`config.mk`:
```
export PLATFORM = sky130hd
export DESIGN_NAME = uart_rx_cfg
export DESIGN_NICKNAME = d
export VERILOG_FILES = /design/src/rtl/uart_pkg.sv /design/src/rtl/uart_baud_cnt.sv /design/src/rtl/uart_rx_cfg.sv
export SDC_FILE = /design/constraint.sdc
export NUM_CORES = 1
export LEC_CHECK = 0
export BUFFER_PORTS_ARGS = -buffer_cell sky130_fd_sc_hd__buf_2
export CORE_UTILIZATION = 50
export CTS_CLUSTER_DIAMETER = 50
export DETAILED_ROUTE_END_ITERATION = 10
export PLACE_DENSITY = 0.75
export SLEW_MARGIN = 25
export SYNTH_ARGS = -nofsm -noshare
export SYNTH_HDL_FRONTEND = slang
export SYNTH_HIERARCHICAL = 1
export SYNTH_SLANG_ARGS = --single-unit
```
`constraint.sdc`:
```
create_clock -name clk -period 6.2 [get_ports clk]
set_input_delay 0.31 -clock clk [delete_from_list [all_inputs] [get_ports clk]]
set_output_delay 0.31 -clock clk [all_outputs]
set_load 0.01 [all_outputs]
```
`src/rtl/uart_pkg.sv`:
```
`default_nettype none
// +----------------------------------------------------------------------------+
// | uart_pkg                                                                   |
// | Shared encodings for the configurable UART receiver.                       |
// | Rev 1.0                                                                    |
// +----------------------------------------------------------------------------+
package uart_pkg;

    localparam logic [1:0] PAR_NONE = 2'b00;
    localparam logic [1:0] PAR_EVEN = 2'b01;
    localparam logic [1:0] PAR_ODD  = 2'b10;

    localparam int unsigned C_MIN_DIV = 4;

    typedef enum logic [2:0] {
        ST_IDLE   = 3'd0,
        ST_START  = 3'd1,
        ST_DATA   = 3'd2,
        ST_PARITY = 3'd3,
        ST_STOP1  = 3'd4,
        ST_STOP2  = 3'd5,
        ST_DONE   = 3'd6
    } uart_state_t;

    // Mode 2'b11 is deliberately treated as "no parity".
    function automatic logic par_enabled(input logic [1:0] mode);
        return (mode == PAR_EVEN) || (mode == PAR_ODD);
    endfunction

endpackage
`default_nettype wire

```
`src/rtl/uart_baud_cnt.sv`:
```
`default_nettype none
// +----------------------------------------------------------------------------+
// | uart_baud_cnt                                                              |
// | Loadable down-counter; expire is high while the count equals one.          |
// | Rev 1.0                                                                    |
// +----------------------------------------------------------------------------+
module uart_baud_cnt #(
    parameter int unsigned DIV_W = 16
) (
    input  logic             clk,
    input  logic             rst,
    input  logic             load,
    input  logic [DIV_W-1:0] load_val,
    output logic             expire
);

    localparam logic [DIV_W-1:0] C_ONE = DIV_W'(1);

    logic [DIV_W-1:0] r_count;

    // Parks at zero once run out so an unreloaded counter never re-expires.
    always_ff @(posedge clk) begin
        if (rst) begin
            r_count <= '0;
        end else if (load) begin
            r_count <= load_val;
        end else if (r_count != '0) begin
            r_count <= r_count - C_ONE;
        end
    end

    assign expire = (r_count == C_ONE);

endmodule
`default_nettype wire

```
`src/rtl/uart_rx_cfg.sv`:
```
`default_nettype none
// +----------------------------------------------------------------------------+
// | uart_rx_cfg                                                                |
// | Runtime-configurable UART receiver with valid/ready output register.       |
// | Rev 1.0                                                                    |
// +----------------------------------------------------------------------------+
module uart_rx_cfg
    import uart_pkg::*;
#(
    parameter int unsigned       DATA_W        = 8,
    parameter int unsigned       DIV_W         = 16,
    parameter logic [DIV_W-1:0]  DEFAULT_DIV   = DIV_W'(10416),
    parameter logic [1:0]        DEFAULT_PAR   = 2'b00,
    parameter logic              DEFAULT_STOP2 = 1'b0,
    parameter int unsigned       MIN_DIV       = C_MIN_DIV
) (
    input  logic              clk,
    input  logic              rst,
    input  logic              in,
    input  logic              cfg_load,
    input  logic [DIV_W-1:0]  cfg_div,
    input  logic [1:0]        cfg_par,
    input  logic              cfg_stop2,
    output logic [DATA_W-1:0] rx_data,
    output logic              rx_valid,
    input  logic              rx_ready,
    output logic              rx_par_err,
    output logic              rx_frame_err,
    output logic              rx_break,
    output logic              rx_overrun,
    output logic              busy
);

    localparam int unsigned      C_BC_W    = $clog2(DATA_W + 1);
    localparam logic [DIV_W-1:0] C_MIN     = DIV_W'(MIN_DIV);
    localparam logic [C_BC_W-1:0] C_LAST_BIT = C_BC_W'(DATA_W - 1);

    logic              r_sync1, r_sync2, r_prev;
    logic              w_line, w_fall;
    uart_state_t       r_state, w_state_next;
    logic [DIV_W-1:0]  r_div, r_pend_div, w_cfg_div;
    logic [1:0]        r_par, r_pend_par;
    logic              r_stop2, r_pend_stop2, r_pend_vld;
    logic              w_cnt_load, w_expire, w_enter_idle, w_par_calc;
    logic [DIV_W-1:0]  w_cnt_val;
    logic [DATA_W-1:0] r_shift;
    logic [C_BC_W-1:0] r_bit_cnt;
    logic              r_par_acc, r_frame_acc, r_break_acc, r_zero;
    logic [DATA_W-1:0] r_rx_data;
    logic              r_rx_valid, r_rx_par, r_rx_frame, r_rx_break, r_rx_ovr;
    logic              w_hs;

    // Two-flop synchroniser; preset high so reset never fakes a start edge.
    always_ff @(posedge clk) begin
        if (rst) begin
            r_sync1 <= 1'b1;
            r_sync2 <= 1'b1;
            r_prev  <= 1'b1;
        end else begin
            r_sync1 <= in;
            r_sync2 <= r_sync1;
            r_prev  <= r_sync2;
        end
    end

    assign w_line = r_sync2;
    assign w_fall = r_prev & ~w_line;

    uart_baud_cnt #(.DIV_W(DIV_W)) u_baud_cnt (
        .clk      (clk),
        .rst      (rst),
        .load     (w_cnt_load),
        .load_val (w_cnt_val),
        .expire   (w_expire)
    );

    always_ff @(posedge clk) begin
        if (rst) begin
            r_state <= ST_IDLE;
        end else begin
            r_state <= w_state_next;
        end
    end

    always_comb begin
        w_state_next = r_state;
        w_cnt_load   = 1'b0;
        w_cnt_val    = r_div;
        case (r_state)
            ST_IDLE: begin
                if (w_fall) begin
                    w_state_next = ST_START;
                    w_cnt_load   = 1'b1;
                    w_cnt_val    = r_div >> 1;
                end
            end
            ST_START: begin
                if (w_expire) begin
                    if (w_line) begin
                        w_state_next = ST_IDLE;
                    end else begin
                        w_state_next = ST_DATA;
                        w_cnt_load   = 1'b1;
                    end
                end
            end
            ST_DATA: begin
                if (w_expire) begin
                    w_cnt_load = 1'b1;
                    if (r_bit_cnt == C_LAST_BIT) begin
                        w_state_next = par_enabled(r_par) ? ST_PARITY : ST_STOP1;
                    end
                end
            end
            ST_PARITY: begin
                if (w_expire) begin
                    w_cnt_load   = 1'b1;
                    w_state_next = ST_STOP1;
                end
            end
            ST_STOP1: begin
                if (w_expire) begin
                    if (r_stop2) begin
                        w_cnt_load   = 1'b1;
                        w_state_next = ST_STOP2;
                    end else begin
                        w_state_next = ST_DONE;
                    end
                end
            end
            ST_STOP2: begin
                if (w_expire) begin
                    w_state_next = ST_DONE;
                end
            end
            ST_DONE: w_state_next = ST_IDLE;
            default: w_state_next = ST_IDLE;
        endcase
    end

    assign w_cfg_div    = (cfg_div < C_MIN) ? C_MIN : cfg_div;
    assign w_enter_idle = (r_state != ST_IDLE) && (w_state_next == ST_IDLE);

    // Active config only moves in a quiet IDLE cycle or on return to IDLE.
    always_ff @(posedge clk) begin
        if (rst) begin
            r_div        <= DEFAULT_DIV;
            r_par        <= DEFAULT_PAR;
            r_stop2      <= DEFAULT_STOP2;
            r_pend_vld   <= 1'b0;
            r_pend_div   <= '0;
            r_pend_par   <= 2'b00;
            r_pend_stop2 <= 1'b0;
        end else if ((r_state == ST_IDLE) && cfg_load && !w_fall) begin
            r_div   <= w_cfg_div;
            r_par   <= cfg_par;
            r_stop2 <= cfg_stop2;
        end else if (w_enter_idle) begin
            if (cfg_load) begin
                r_div   <= w_cfg_div;
                r_par   <= cfg_par;
                r_stop2 <= cfg_stop2;
            end else if (r_pend_vld) begin
                r_div   <= r_pend_div;
                r_par   <= r_pend_par;
                r_stop2 <= r_pend_stop2;
            end
            r_pend_vld <= 1'b0;
        end else if (cfg_load) begin
            r_pend_vld   <= 1'b1;
            r_pend_div   <= w_cfg_div;
            r_pend_par   <= cfg_par;
            r_pend_stop2 <= cfg_stop2;
        end
    end

    assign w_par_calc = (^r_shift) ^ w_line;

    always_ff @(posedge clk) begin
        if (rst) begin
            r_shift     <= '0;
            r_bit_cnt   <= '0;
            r_par_acc   <= 1'b0;
            r_frame_acc <= 1'b0;
            r_break_acc <= 1'b0;
            r_zero      <= 1'b0;
        end else if (w_expire) begin
            case (r_state)
                ST_START: begin
                    r_bit_cnt   <= '0;
                    r_par_acc   <= 1'b0;
                    r_frame_acc <= 1'b0;
                    r_break_acc <= 1'b0;
                    r_zero      <= 1'b1;
                end
                ST_DATA: begin
                    r_shift   <= {w_line, r_shift[DATA_W-1:1]};
                    r_bit_cnt <= r_bit_cnt + 1'b1;
                    if (w_line) r_zero <= 1'b0;
                end
                ST_PARITY: begin
                    r_par_acc <= (r_par == PAR_ODD) ? ~w_par_calc : w_par_calc;
                    if (w_line) r_zero <= 1'b0;
                end
                ST_STOP1: begin
                    if (!w_line) r_frame_acc <= 1'b1;
                    r_break_acc <= r_zero & ~w_line;
                end
                ST_STOP2: begin
                    if (!w_line) r_frame_acc <= 1'b1;
                end
                default: ;
            endcase
        end
    end

    assign w_hs = r_rx_valid & rx_ready;

    // A same-cycle handshake frees the register for the word finishing in DONE.
    always_ff @(posedge clk) begin
        if (rst) begin
            r_rx_data  <= '0;
            r_rx_valid <= 1'b0;
            r_rx_par   <= 1'b0;
            r_rx_frame <= 1'b0;
            r_rx_break <= 1'b0;
            r_rx_ovr   <= 1'b0;
        end else begin
            if ((r_state == ST_DONE) && (!r_rx_valid || w_hs)) begin
                r_rx_data  <= r_shift;
                r_rx_par   <= r_par_acc;
                r_rx_frame <= r_frame_acc;
                r_rx_break <= r_break_acc;
                r_rx_valid <= 1'b1;
            end else if (w_hs) begin
                r_rx_valid <= 1'b0;
            end
            if (w_hs) begin
                r_rx_ovr <= 1'b0;
            end else if ((r_state == ST_DONE) && r_rx_valid) begin
                r_rx_ovr <= 1'b1;
            end
        end
    end

    assign rx_data      = r_rx_data;
    assign rx_valid     = r_rx_valid;
    assign rx_par_err   = r_rx_par;
    assign rx_frame_err = r_rx_frame;
    assign rx_break     = r_rx_break;
    assign rx_overrun   = r_rx_ovr;
    assign busy         = (r_state != ST_IDLE);

endmodule
`default_nettype wire

```
Word level (Yosys, flattened, before mapping)
Index checks and enable logic that the tools add are counted.
- add/sub/neg operators: 2
- $lt $le $gt $ge: 1
- equal/unequal tests: 12
- muxes and demuxes: 47
- bitwise operators: 8
- reduce and logical (&&, ||, !) cells: 36
- operators with widths (kind ; number):
    $mux 16 ; 9
    $mux 3 ; 8
    $pmux 3 s6 ; 1
    $reduce_bool 2->1 ; 9
    $mux 1 ; 17
    $eq 16x1->1 const B ; 1
    $lt 16x3->1 const B ; 1
    $reduce_bool 16->1 ; 1
    $sub 16x1->16 const B ; 1
    $mux 2 ; 6
    $reduce_and 2->1 ; 6
    $eq 3x3->1 const B ; 3
    $reduce_and 3->1 ; 3
    $pmux 1 s2 ; 4
    $pmux 4 s2 ; 1
    $reduce_xor 8->1 ; 1
    $eq 3x2->1 const B ; 2
    $logic_not 3->1 ; 2
    $reduce_bool 3->1 ; 2
    $reduce_or 2->1 ; 3
    $logic_and 1x1->1 ; 5
    $add 4x1->4 const B ; 1
    $eq 4x3->1 const B ; 1
    $not 1->1 ; 4
    10 further kinds ; 14
- register bits: 90
- input port bits: 24
- output and inout port bits: 14
- word-level logic and storage cells: 130

Logic depth before layout (Yosys ltp)
- depth after elaboration: 10
- depth in mapped cells: 12
- mapped depth without buffers: 10

Cells and area by module
The synthesis kept the hierarchy.
- by module, submodules not included (module ; instances ; cells an instance ; area an instance (µm²) ; seq. area each (µm²)):
    uart_rx_cfg ; 1 ; 377 ; 3505.9 ; 1481.4
    uart_baud_cnt ; 1 ; 115 ; 945.9 ; 320.3

Least setup slack after synthesis
No wires, ideal clock.
- path kind: register -> register
- from: register u_baud_cnt.r_count[8]
- to: register r_pend_div[15]
- setup time: 128 ps
- arrival time: 2469 ps
- data required time: 6072 ps
- slack: 3604 ps
- cell stages (with the launch flop): 11
- buffers on the path: 2
- clock period less this slack: 2596 ps
- cell sequence: dfxtp_1 nor4_2 nand2_1 nor2_1 clkbuf_1 nand2b_1 and2_1 a311oi_4 buf_6 mux2i_1 nor2_1
- cells in the longest elaborated chain, start to end: 7
- elaborated cells on any way between the ends: 11
- those cells by class: eq/ne (1); mux (6); bitwise (1); reduce/logical (3)
- RTL lines (element ; RTL line ; source):
    from (decl) ; uart_baud_cnt.sv:19 ; logic [DIV_W-1:0] r_count;
    from (signal assigned) ; uart_baud_cnt.sv:26 ; r_count <= load_val;
    from (signal assigned) ; uart_baud_cnt.sv:28 ; r_count <= r_count - C_ONE;
    $eq 16x1->1 * ; uart_baud_cnt.sv:32 ; assign expire = (r_count == C_ONE);
    via w_expire ; uart_rx_cfg.sv:44 ; logic w_cnt_load, w_expire, w_enter_idle, w_par_calc;
    $mux 3 (on tied branches) ; n/a ;
    $pmux 3 s6 * ; uart_rx_cfg.sv:89 ; case (r_state)
    $logic_not 3->1 * ; uart_rx_cfg.sv:142 ; assign w_enter_idle = (r_state != ST_IDLE) && (w_state_next == ST_IDLE);
    $logic_and 1x1->1 * ; uart_rx_cfg.sv:142 ;
    $not 1->1 (no line) * ; n/a ;
    $reduce_and 3->1 (no line) * ; n/a ;
    to (signal assigned) ; uart_rx_cfg.sv:171 ; r_pend_div <= w_cfg_div;
    to (decl) ; uart_rx_cfg.sv:41 ; logic [DIV_W-1:0] r_div, r_pend_div, w_cfg_div;
Mark *: on every way through the listed nets, which the timed path passes. The rest lies on a longest branch.
A chain may end at the register's enable or synchronous reset.

Final worst setup path
- from: register u_baud_cnt.r_count[8]
- to: register r_shift[6]
- cells in the longest elaborated chain, start to end: 2
- RTL lines (element ; RTL line ; source):
    $eq 16x1->1 ; uart_baud_cnt.sv:32 ;
    via w_expire ; uart_rx_cfg.sv:44 ;
    $reduce_and 2->1 (no line) ; n/a ;
    to (signal assigned) ; uart_rx_cfg.sv:197 ; r_shift <= {w_line, r_shift[DATA_W-1:1]};
    to (decl) ; uart_rx_cfg.sv:46 ; logic [DATA_W-1:0] r_shift;
The timed path passes the listed nets, and every way through them passes these cells.

==> flow_summary.toml <==
[logic_synthesis]
syn_inst = 492
synth_edf_count = 0
synth_area_leader_cell = "dfxtp_1"
synth_area_leaders = "dfxtp_1 40%, mux2i_1 11%, nor2_1 6.7%, mux2_1 3.8%, nand2_1 2.7%"
synth-main-ff-cell = "dfxtp_1"
ys_types = 64
yosysWarnings = 6
syn_area_um2 = 4450
async_flop_share = 0
synthesis.nets = 520
yosysMostFrequentCell = "dfxtp_1"
synth_top_area_frac = 0.405
synth_area_per_cell_um2 = 9.05
netlist_top_cells_count = "90 x dfxtp_1, 79 x nor2_1, 48 x mux2i_1, 32 x nand2_1"
synth-seq-cells = 90
ys_seq_area_frac = 0.405

[drt]
drt-initial-drc-count = 235
vias = 3466
top_layer_used = "met4"
routedWlPerCell_um = 14.2
wl_met2_um = 3950
vias_per_cell = 5.55
drtPass1Iterations = 4
drtAntennaViolNets = 0
drt-total-wl_um = 8880
wl_met3_um = 283
route.detailed.drc = 0
m1WireLength_um = 4550

[min_path]
hold_path.startpoint = "in"
holdPathEnd = "r_sync1$_SDFF_PP1_"
hp-class = "input port to flop"
worstHoldPathCells = 2

[cts]
cts_resized = 0
insertion_delay_ps = 360
clkTransAtPathRegs_ps = 100
htree_levels = 3
root_buffer = "clkbuf_8"
cts_tree = "built"
clkSinkCount = 90
hold_buffers = 0
numCtsBuffers = 9
cts.path.max_buffers = 2
postCtsSetupBuffers = 0

[global_routing]
grt_max_degree = 87
grt_first_pass_wirelength_um = 14700
grt_antenna_before_repair = 0
gr-total-overflow = 0
grtUsageTotal = 0.203
grt_pass1_vias = 3117

[die]
die-area_um2 = 9290
pin_count = 38
start_util = 0.513
rows = 34
die_y_um = 96.4
core_area_um2 = 8680
dieWidth_um = 96.4

[sta]
rsz0062_at_grt = "no"
min_period_ps = 3470
hold_viol = 0
max_freq_mhz = 288
fin_crit_sh = 0.560
fin_skew_ps = 9.51
max-slew-margin-rel = 0.404
tns_ps = 0
tightestPinTransition_ps = 892
drv_slew = 0
setup_viol = 0

[placement]
dp.cells = 609
gp_congestion = 0.837
dpl.hpwl_um = 5880
port_buffers = 37

[pwr]
p_per_area_nw_per_um2 = 336
power_leakage_nw = 1.91
ir_drop_mv = 0.150

[job]
timing.max_cap.violations = 0

[worst_setup_path]
critPathKind = "flop to flop"
cp.arrival_ps = 3690
r2r_start = "u_baud_cnt/r_count[8]$_SDFFE_PP0P_"
r2r_slack_ps = 2730
crit_path_max_fanout = 12
r2r_cells = 7
cp-end-kind = "flop"
critPathLaunchType = "flop"
worstPathRequired_ps = 6420
r2r_end = "r_shift[6]$_SDFFE_PP0P_"

[outcome]
status = "complete, no violations"

[cells_and_area]
area_growth_pct = 8.63
drive_gt1_frac = 0.149
num_antenna_cells = 0
final_nets = 540
seqCellArea_um2 = 1800
final_cell_count_no_fill = 625
nFillCells = 814
multi_input_area_um2 = 2440
[cells in the final DEF (no fill, tap or decap), types with 11 or more instances in the layout]
| cell | n |
|---|---|
| a211oi_1 | 15 |
| a21oi_1 | 22 |
| buf_2 | 37 |
| dfxtp_1 | 90 |
| inv_1 | 16 |
| mux2_1 | 15 |
| mux2i_1 | 48 |
| nand2_1 | 32 |
| nor2_1 | 79 |
| o21ai_0 | 11 |
| xnor2_1 | 11 |
[worst max-delay path by stage]
stage | endpoint | slack (ps) | start | cells after the start
final | r_shift[6]$_SDFFE_PP0P_ | 2730 | u_baud_cnt/r_count[8]$_SDFFE_PP0P_ | 7
after global routing | r_shift[6]$_SDFFE_PP0P_ | 2400 | u_baud_cnt/r_count[8]$_SDFFE_PP0P_ | 7
after CTS | r_shift[6]$_SDFFE_PP0P_ | 2800 | u_baud_cnt/r_count[8]$_SDFFE_PP0P_ | 7
after floorplan | r_pend_div[15]$_SDFFE_PP0P_ | 3600 | u_baud_cnt/r_count[8]$_SDFFE_PP0P_ | 10
after global placement | r_shift[6]$_SDFFE_PP0P_ | 3000 | u_baud_cnt/r_count[12]$_SDFFE_PP0P_ | 7
after detailed placement | r_shift[6]$_SDFFE_PP0P_ | 2840 | u_baud_cnt/r_count[12]$_SDFFE_PP0P_ | 7
[cell type report]
class                   count  area share
multi-input cells         355       0.504
repair buffers             40      0.0429
clock buffers              10      0.0285
well taps                 108      0.0279
flip-flops and latches     90       0.373
inverters                  16      0.0124
clock inverters             6      0.0116
[where the power goes]
| part | total, mW | internal [mW] | switching (mW) |
|---|---|---|---|
| registers | 0.728 | 0.651 | 0.0773 |
| logic | 0.500 | 0.214 | 0.286 |
| clock network | 0.396 | 0.166 | 0.230 |
[per-layer routing]
metal	track usage	up-vias
met4	0.0625	0
li1	-	1775
met3	0.0332	10
met1	0.294	1612
met2	0.307	69
met5	0	-
[stage by stage]
step / utilization / setup WS, ps / power (mW) / hold slack [ps] / instance area [um2]
2_1_floorplan: - / 3600 / 1.13 / 389 / 4450
3_3_place_gp: 0.535 / 3000 / 1.21 / 400 / 4640
3_5_place_dp: 0.535 / 2840 / 1.23 / 412 / 4640
4_1_cts: 0.557 / 2800 / 1.63 / 106 / 4840
5_1_grt: 0.557 / 2400 / 1.72 / 108 / 4840
6_report: 0.557 / 2730 / 1.62 / 126 / 4840
[logic make-up (layout without fill, tap and decap cells)]
kind of cell               count (synthesis)  in the layout  synth area share
buffers and inverters                     47             72            0.0478
muxes                                     68             68             0.159
AOI/OAI and AO/OA                         83             83             0.135
and+or+nand+nor                          186            186             0.212
adders and majority gates                  4              4            0.0112
DFF                                       90             90             0.405
xor gates and xnor gates                  14             14            0.0306
[state kept, by name, summed over array words and instances, names as in the netlist, 2 cells and up]
signal              flops
u_baud_cnt/r_count     16
r_shift                 8
r_pend_par              2
r_div                  16
r_par                   2
r_state                 3
r_pend_div             16
rx_data                 8
r_bit_cnt               4
[worst max-delay path, stage by stage (launching register included)]
cell and delay, ps:
dfxtp_1 350, nor4_2 710, nand2_1 200, nor2_1 560, nor2b_1 680, and2_1 520, mux2i_1 260, nor2_1 50
Note: power is estimated with default switching activity, not from simulation.
